File: src/rtl/my_xor_frame_acc.sv
// Folds a valid/ready stream of words into one XOR word plus a parity bit per frame.
// Latency: result 1 cycle after the closing word. Backpressure: in_ready is low while the result waits.
module my_xor_frame_acc #(
  parameter int  WIDTH     = 8,
  parameter int  MAX_WORDS = 16,
  localparam int CNT_W     = $clog2(MAX_WORDS + 1)
) (
  input  logic             clk,
  input  logic             rst_n,
  input  logic             in_valid,
  output logic             in_ready,
  input  logic [WIDTH-1:0] in_data,
  input  logic             in_last,
  input  logic             odd_mode,
  output logic             out_valid,
  input  logic             out_ready,
  output logic [WIDTH-1:0] out_word,
  output logic             out_bit,
  output logic [CNT_W-1:0] out_count,
  output logic             out_err
);

  typedef enum logic [1:0] {
    IDLE = 2'd0,
    ACC  = 2'd1,
    HOLD = 2'd2
  } state_t;

  state_t             state;
  state_t             state_nxt;
  logic [WIDTH-1:0]   acc;
  logic [WIDTH-1:0]   acc_nxt;
  logic [CNT_W-1:0]   cnt;
  logic [CNT_W-1:0]   cnt_nxt;
  logic               mode;
  logic               mode_nxt;
  logic               accept;
  logic               close;

  assign in_ready  = (state != HOLD);
  assign out_valid = (state == HOLD);
  assign accept    = in_valid & in_ready;

  always_ff @(posedge clk or negedge rst_n) begin
    if (!rst_n) begin
      state <= IDLE;
    end else begin
      state <= state_nxt;
    end
  end

  // The first word of a frame seeds the accumulator and latches the parity mode.
  always_comb begin
    state_nxt = state;
    acc_nxt   = acc ^ in_data;
    cnt_nxt   = cnt + CNT_W'(1);
    mode_nxt  = mode;
    if (state == IDLE) begin
      acc_nxt  = in_data;
      cnt_nxt  = CNT_W'(1);
      mode_nxt = odd_mode;
    end
    close = accept && (in_last || (cnt_nxt == CNT_W'(MAX_WORDS)));
    case (state)
      IDLE, ACC: begin
        if (accept) begin
          state_nxt = close ? HOLD : ACC;
        end
      end
      HOLD: begin
        if (out_ready) begin
          state_nxt = IDLE;
        end
      end
      default: state_nxt = IDLE;
    endcase
  end

  always_ff @(posedge clk or negedge rst_n) begin
    if (!rst_n) begin
      acc       <= '0;
      cnt       <= '0;
      mode      <= 1'b0;
      out_word  <= '0;
      out_bit   <= 1'b0;
      out_count <= '0;
      out_err   <= 1'b0;
    end else if (accept) begin
      acc  <= acc_nxt;
      cnt  <= cnt_nxt;
      mode <= mode_nxt;
      if (close) begin
        out_word  <= acc_nxt;
        out_bit   <= (^acc_nxt) ^ mode_nxt;
        out_count <= cnt_nxt;
        out_err   <= ~in_last;
      end
    end else if (out_valid && out_ready) begin
      acc <= '0;
      cnt <= '0;
    end
  end

endmodule
File: config.mk
export PLATFORM = sky130hd
export DESIGN_NAME = my_xor_frame_acc
export DESIGN_NICKNAME = d
export VERILOG_FILES = /design/src/rtl/my_xor_frame_acc.sv
export SDC_FILE = /design/constraint.sdc
export NUM_CORES = 1
export LEC_CHECK = 0
export BUFFER_PORTS_ARGS = -buffer_cell sky130_fd_sc_hd__buf_2
export CAP_MARGIN = 15
export CORE_AREA = 2 2 75 77
export DETAILED_ROUTE_END_ITERATION = 12
export DIE_AREA = 0 0 77 79
export GPL_TIMING_DRIVEN = 0
export PLACE_DENSITY = 0.52
export SYNTH_ARGS = -nofsm -noshare
export SYNTH_HDL_FRONTEND = slang
export SYNTH_SLANG_ARGS = --single-unit
File: constraint.sdc
create_clock -name clk -period 2.2 [get_ports clk]
set_input_delay 0.11 -clock clk [delete_from_list [all_inputs] [get_ports clk]]
set_output_delay 0.11 -clock clk [all_outputs]
set_load 0.005 [all_outputs]
==> metrics.md, run 1 <==
| Metric | Value |
|---|---|
| Syn_nets | around 210 |
| Final net count | 245 |
| Number of global-route vias before repair | 1548 |
| Period minus WS final | 2.07 ns |
| Final setup TNS | 0 ns |
| Top post-synthesis cells by area | dfrtp_1, xnor2_1, mux2_1 |
| Yosys top cell area share | a little over two fifths |
| Port bufs | 29 |
| Clock power frac | about a fifth |
| Routability Congestion | between 0.7 and 0.8 |
| Post-synthesis async set-or-reset flop share | between 90% and 100% |
| Core Region | ~5300 sq um |
| Die height | 79 microns |
| Final instance area | 2160 sq um |
| Placed cell area | between 2000 and 2500 sq um |
| Worst path max stage delay | 0.45 ns |
| Fin. Hold Viols | 0 |
| Flop2flop setup slack | ~0.13 ns |
| Crit-path cells | ha_1 > nand3_1 > mux2i_2 > nand4_1 > nand2_2 > buf_6 > mux2_1 |
| First-pass GRT wire length | 7730 microns |
| Min-delay worst type | in2reg |
| Largest net degree at the start of global routing | 32 |
| Root Buffer | clkbuf_8 |
| Synth area leader | dfrtp_1 |
| Ratio of cells with drive above 1 in the final layout | 21.0% |
| CTS sink cnt | 31 |
| WL final | 4530 microns |
| Family with the most delay on the worst path | multiplexers |
| Lkg Pwr | between 0.9 and 1 nW |
| Worst EP arrival | 2.23 ns |
| P&R area growth vs syn | 19.5% |
| Clk buf depth | 2 |
| Post-synth top flop | dfrtp_1 |
| Total chip power | 2.10 mW |
| Worst skew pair latency | 0.27 ns |
| Final setup fails | 0 |
| Crit start category | flop |
| Hold Path Stages | 3 |
| CTS tree | done |
| Hold Crit Endpoint | out_count[3]$_DFFE_PN0P_ |
| Flops & latches, synth | 31 |
| Max-slew violations | 0 |
| Initial antenna violation count | 0 |
| Least-Margin Pin Slew | 0.735 ns |
| H-tree levels | 2 |
| Die W | 77 microns |
| Status | completed |
| Syn Area/Cell | 9.53 sq um |
| FILL cells | 580 |
| CP Class | reg2reg |
| Psw | 724 uW |
| Drt first pass iters | 4 |
| Die area | 6080 sq um |
| Cell area power density | 969 nW/um^2 |
| Antenna diodes | 0 |
| Initial core utilization | 33.9% |
| Crit Reg-Reg Startpoint | cnt[0]$_DFFE_PN0P_ |
| Hold Crit Start | in_last |
| Yosys cell types | 38 |
| Maximum VDD drop | 0.478 mV |
| CTS buffer count | 5 |
| Clock transition at path regs | 0.06 ns |
| Sw Share | 34.5% |
| # DRC | 0 |
| Reg2reg end | out_word[7]$_DFFE_PN0P_ |
| Vias per cell | 5.04 |
| Reg2reg path depth | 7 |
| Slew HR | 51.0% |
| Number of DRC markers in iteration 0 | 73 |
| Flop pwr share | 41.8% |
| DRT antenna net count | 0 |
| Routed WL per cell | approximately 15 microns |
| Final Cycle Share | 94.2% |
| CP max stage cell | dfrtp_2 |
| P_int | roughly 1.4 mW |
| Clock skew | ~0.0020 ns |
| Synth Warn # | 0 |
| Cells after synthesis | 190 |
| Logic gate share of total power | 39.0% |
| Sequential area share after synthesis | 42.8% |
| WP buf/inv | 1 |
| Crit path required time | 2.35 ns |
| Post-synth EDFFs | 0 |
| DP HPWL | 3140 microns |
| Post-Syn Area | 1810 sq um |
| All-Layer GR Usage | about 16% |
| Max Clock Freq | approximately 480 MHz |
| I/O Pins | 31 |
| CP Max Fanout | 10 |
| Maximum capacitance violations | 0 |
| Site row count | 27 |
| Via count | approximately 1.5k |
| GRT overflow | 0 |
| Kind of end point of the critical path | flop |
## worst max path at each step
| stage | startpoint | endpoint | depth (start not counted) |
|---|---|---|---|
| global placement | cnt[0]$_DFFE_PN0P_ | out_word[7]$_DFFE_PN0P_ | 7 |
| floorplan | cnt[0]$_DFFE_PN0P_ | out_count[4]$_DFFE_PN0P_ | 7 |
| global route | cnt[0]$_DFFE_PN0P_ | out_word[2]$_DFFE_PN0P_ | 7 |
| detailed placement | cnt[0]$_DFFE_PN0P_ | out_word[7]$_DFFE_PN0P_ | 7 |
| finish | cnt[0]$_DFFE_PN0P_ | out_word[7]$_DFFE_PN0P_ | 7 |
| CTS | cnt[0]$_DFFE_PN0P_ | out_word[7]$_DFFE_PN0P_ | 7 |
## synthesized netlist by cell type (2+ instances only)
| cell | number |
|---|---|
| dfrtp_1 | 31 |
| nand2_1 | 25 |
| nor2_1 | 22 |
| xnor2_1 | 17 |
| mux2_1 | 10 |
| a21oi_1 | 9 |
| o22ai_1 | 9 |
| a311oi_1 | 8 |
| clkbuf_1 | 8 |
| xor2_1 | 5 |
| nand3_1 | 4 |
| o21ai_1 | 4 |
| buf_2 | 3 |
| inv_1 | 3 |
| nor3_1 | 3 |
| o21ai_0 | 3 |
| a22o_1 | 2 |
| mux2_2 | 2 |
| mux2i_1 | 2 |
| o21a_1 | 2 |
## through the flow
step	hold slack (ns)	worst slack [ns]	instances	utilization, %
after floorplan	-0.186	0.294	190	-
after global placement	0.211	-0.0914	291	38.3
after detailed placement	0.209	-0.107	291	38.3
after CTS	0.0939	0.0626	299	40.1
after global routing	0.102	-0.0102	301	40.5
final	0.100	0.128	301	40.5
## logic make-up (layout without fill, tap and decap cells)
family | after synthesis | in the layout | synth area share [%]
AOI/OAI and AO/OA | 46 | 46 | 17.2
adders and majority gates | 1 | 1 | 0.691
xor gates and xnor gates | 24 | 24 | 13.4
DFF | 31 | 31 | 42.8
buffers and inverters | 15 | 54 | 3.73
and+or+nand+nor | 59 | 59 | 13.5
muxes | 14 | 14 | 8.57
## placed cells by master (no fill, tap or decap), drive strengths merged, types with 3 or more instances in the layout
cell type  synthesis  routed
a21oi              9       9
o22ai              9       9
nand3              4       4
xor2               5       5
dfrtp             31      31
nor3               3       3
nor2              22      22
nand2             25      25
inv                3       3
mux2              12      12
buf                4      36
a311oi             8       8
clkbuf             8      14
xnor2             18      18
o21ai              7       7
## final cells by class
cell class / count / area, sq um / area share [%]
clock buffers: 6 / 72.6 / 3.35
well taps: 72 / 90.1 / 4.16
repair buffers: 33 / 178 / 8.21
inverters: 3 / 11.3 / 0.521
plain buffers: 12 / 56.3 / 2.60
multi-input cells: 144 / 978 / 45.2
flip-flops and latches: 31 / 777 / 35.9
## registers in the layout, summed over array words and instances (netlist names)
| signal | count |
|---|---|
| cnt | 5 |
| out_word | 8 |
| out_bit | 1 |
| acc | 8 |
| out_err | 1 |
| out_count | 5 |
| state | 2 |
| mode | 1 |
## power by group through the flow
stage	clock (mW)	sequential [mW]	combinational, mW
final	0.403	0.876	0.817
after floorplan	0	0.870	0.574
after global routing	0.454	0.902	0.922
after CTS	0.426	0.875	0.822
after detailed placement	0	0.885	0.817
after global placement	0	0.880	0.807
## routing by layer
metal	wire length (microns)	GRT usage (%)	share of wire (%)
met5	0	0	0
met4	13	3.04	0.29
met3	188	3.64	4.2
met2	2060	26.2	45
met1	2270	22.4	50
## worst reg2reg max path, delay by kind of cell (launching register included)
kind,cells,cell delay (ns)
and+or+nand+nor,3,0.49
adders and majority gates,1,0.26
muxes,2,0.58
buffers and inverters,1,0.18
DFF,1,0.45
## repair_timing
item,CTS,global route
endpoints found under the setup margin,8,8
endpoints found under the hold margin,31,0
setup buffers,1,2
pin swaps,0,1
hold buffers,1,0
resized for setup,1,3
Power figures use the tool's default switching activity.
==> run 2, diff against run 1 <==
Settings changed: ABC_AREA set to 1, CORE_AREA 2 2 75 77 to 2 2 74 76, CTS_CLUSTER_SIZE set to 40, DIE_AREA 0 0 77 79 to 0 0 76 78.
==> metrics.md, run 2 <==
| Metric | Value |
|---|---|
| Status | completed |
| DRT antenna net count | 0 |
| Flops & latches, synth | 31 |
| CTS sink cnt | 31 |
| Crit-path cells | ha_1 > nand2_1 > nor2_1 > xor2_1 > nor2_1 > nand3_2 > nand2_2 > nand2_2 > buf_6 > buf_8 > nand2_1 > o31ai_1 |
| CP max stage cell | dfrtp_1 |
| Number of global-route vias before repair | 1436 |
| Drt first pass iters | 4 |
| Regs by FF count | acc: 8 flops, out_word: 8 flops |
| Port bufs | 30 |
| CTS Hold Bufs | 1 |
| First-pass GRT wire length | 7000 microns |
| Non-filler cells, final | 334 |
| Fin. Hold Viols | 0 |
| Worst path max stage delay | roughly 0.44 ns |
| # DRC | 0 |
| Antenna diodes | 0 |
| Max-slew violations | 0 |
| Post-synthesis mux area share | 0% |
| Via count | roughly 1.5k |
| Post-synth top flop | dfrtp_1 |
| Maximum capacitance violations | 0 |
| Top post-synthesis cells by area | dfrtp_1, nand2_1, inv_1 |
| Post-Syn Area | 1750 sq um |
| Final setup TNS | 0 ns |
| Die area | 5930 sq um |
| Crit start category | flop |
| Post-synth EDFFs | 0 |
| Initial core utilization | 34.8% |
| Post-cts repair resize count | 0 |
| CP Class | reg2reg |
| CTS tree | done |
| Synth Warn # | 0 |
| Pre-CTS setup slack | about 0.32 ns |
| Ratio of cells with drive above 1 in the final layout | 26.1% |
| Compound-Gate Fraction of Synth Area | between 10% and 20% |
| Crit path required time | 2.37 ns |
| P&R area growth vs syn | 18.9% |
| Vias per cell | about 4.5 |
| I/O Pins | 31 |
| Synth Area in Adders | less than 1% |
| Site row count | 26 |
| Cell area power density | roughly 920 nW/um^2 |
| Largest family of logic cells by synthesized area | simple AND/OR/NAND/NOR gates |
| H-tree levels | 2 |
| Final setup fails | 0 |
| Lkg Pwr | ~1.1 nW |
| Clk buf depth | 2 |
| Routability Congestion | 0.733 |
| Cells after synthesis | 225 |
| Top-count cell post-synth | nand2_1 |
| Slew HR | roughly 52% |
| Core Region | 5040 sq um |
| Die height | 78 microns |
| Final net count | between 200 and 300 |
| Clock transition at path regs | 0.07 ns |
| Post-synth top cells | nand2_1, dfrtp_1, inv_1 |
| Min-delay worst type | in2reg |
| Number of DRC markers in iteration 0 | 63 |
| Initial antenna violation count | 0 |
| Largest net degree at the start of global routing | 32 |
| Synth Area in Simple Gates | between 20 and 30% |
| Placed cell area | 1990 sq um |
| Yosys top cell area share | about 44% |
| Final worst-path setup slack | 0.319 ns |
| Final Cycle Share | 85.5% |
| Placed cell count | approximately 330 |
| Worst skew pair latency | 0.28 ns |
| Period minus WS final | around 1.9 ns |
| Post-CTS setup buffers | 0 |
| Synth area leader | dfrtp_1 |
| Yosys cell types | 29 |
| CP Max Fanout | 10 |
| XOR/XNOR Fraction of Synth Area | 1.50% |
| Syn_nets | 240 |
| GRT overflow | 0 |
| Die W | 76 microns |
| Post-synthesis async set-or-reset flop share | between 90% and 100% |
| All-Layer GR Usage | 15.1% |
| Root Buffer | clkbuf_8 |
| Most frequent cells in the layout | nand2_1, buf_2, dfrtp_1 |
| Syn Area/Cell | 7.80 sq um |
| Final instance area | 2090 sq um |
| Maximum VDD drop | 0.454 mV |
| Routed WL per cell | between 10 and 15 microns |
| Sequential area share after synthesis | 44.2% |
| WL final | 4100 microns |
| Max Clock Freq | about 530 MHz |
| DP HPWL | 2930 microns |
| CTS buffer count | 5 |
| Worst EP arrival | approximately 2 ns |
| Clock skew | a little over 0.01 ns |
| Commonest non-fill, non-tap cell in the layout | nand2_1 |
| Kind of end point of the critical path | flop |
| RSZ-0062 raised after global routing | false |
| Least-Margin Pin Slew | ~0.7 ns |
[run 2: cell types whose count changed in the layout (fill, tap and decap cells not counted), moves of 9 or more]
| cell | change |
|---|---|
| mux2_1 | -10 |
| nand3_1 | +12 |
| nand2_1 | +49 |
| clkbuf_1 | -9 |
| nor2_1 | -17 |
| xnor2_1 | -15 |
| inv_1 | +26 |
[run 2: cells by family after synthesis]
family / after synthesis
flip-flops: 31
AND/OR/NAND/NOR: 113
AO/OA/AOI/OAI: 39
adder cells (fa/ha/maj): 1
buffers and inverters: 38
XOR/XNOR: 3
[run 2: through the flow]
step                utilization [%]  total power, mW  hold WS, ns
finish                         41.4             1.92       0.0153
global route                   41.4             2.09       0.0164
CTS                            41.4             1.96      0.00690
detailed placement             39.5             1.51        0.217
global placement               39.5             1.50        0.211
floorplan                         -             1.29       -0.186
[run 2: layout make-up]
class	count	area, sq um
fill	528	2960
multi-input combinational	156	800
sequential	31	776
timing repair buffer	31	160
inverter	32	120
tap	70	87.6
clock buffer	5	68.8
buffer	6	58.8
clock inverter	3	15.0
[run 2: layer usage]
| metal | up-vias | global-route usage (%) | wire, microns |
|---|---|---|---|
| li1 | 797 | - | - |
| met1 | 679 | 20.4 | 2080 |
| met2 | 28 | 24.5 | 1850 |
| met3 | 4 | 3.26 | 142 |
| met4 | 0 | 4.36 | 32 |
| met5 | - | 0 | 0 |
[run 2: where the power goes]
group,switching (mW),internal (mW),total [mW]
sequential,0.0927,0.708,0.800
clock,0.218,0.216,0.434
combinational,0.412,0.277,0.689
total,0.723,1.20,1.92
[run 2: worst paths after layout]
check,start,to,slack [ns],depth (start not counted)
setup reg to reg,cnt[0]$_DFFE_PN0P_,out_count[1]$_DFFE_PN0P_,0.32,12
min in group asynchronous,rst_n,out_count[0]$_DFFE_PN0P_,0.42,2
max in group asynchronous,rst_n,acc[0]$_DFFE_PN0P_,1.32,2
hold reg to reg,out_count[2]$_DFFE_PN0P_,out_count[2]$_DFFE_PN0P_,0.48,2
setup / recovery,cnt[0]$_DFFE_PN0P_,out_count[1]$_DFFE_PN0P_,0.32,12
hold / removal,in_last,out_err$_DFFE_PN0P_,0.02,2
[run 2: worst max-delay path, delay by kind of cell, from the launching register on]
family	cells	cell delay, ns
buffers and inverters	2	0.30
xor gates and xnor gates	1	0.15
AOI/OAI and AO/OA	1	0.06
DFF	1	0.44
adders and majority gates	1	0.24
and+or+nand+nor	7	0.58
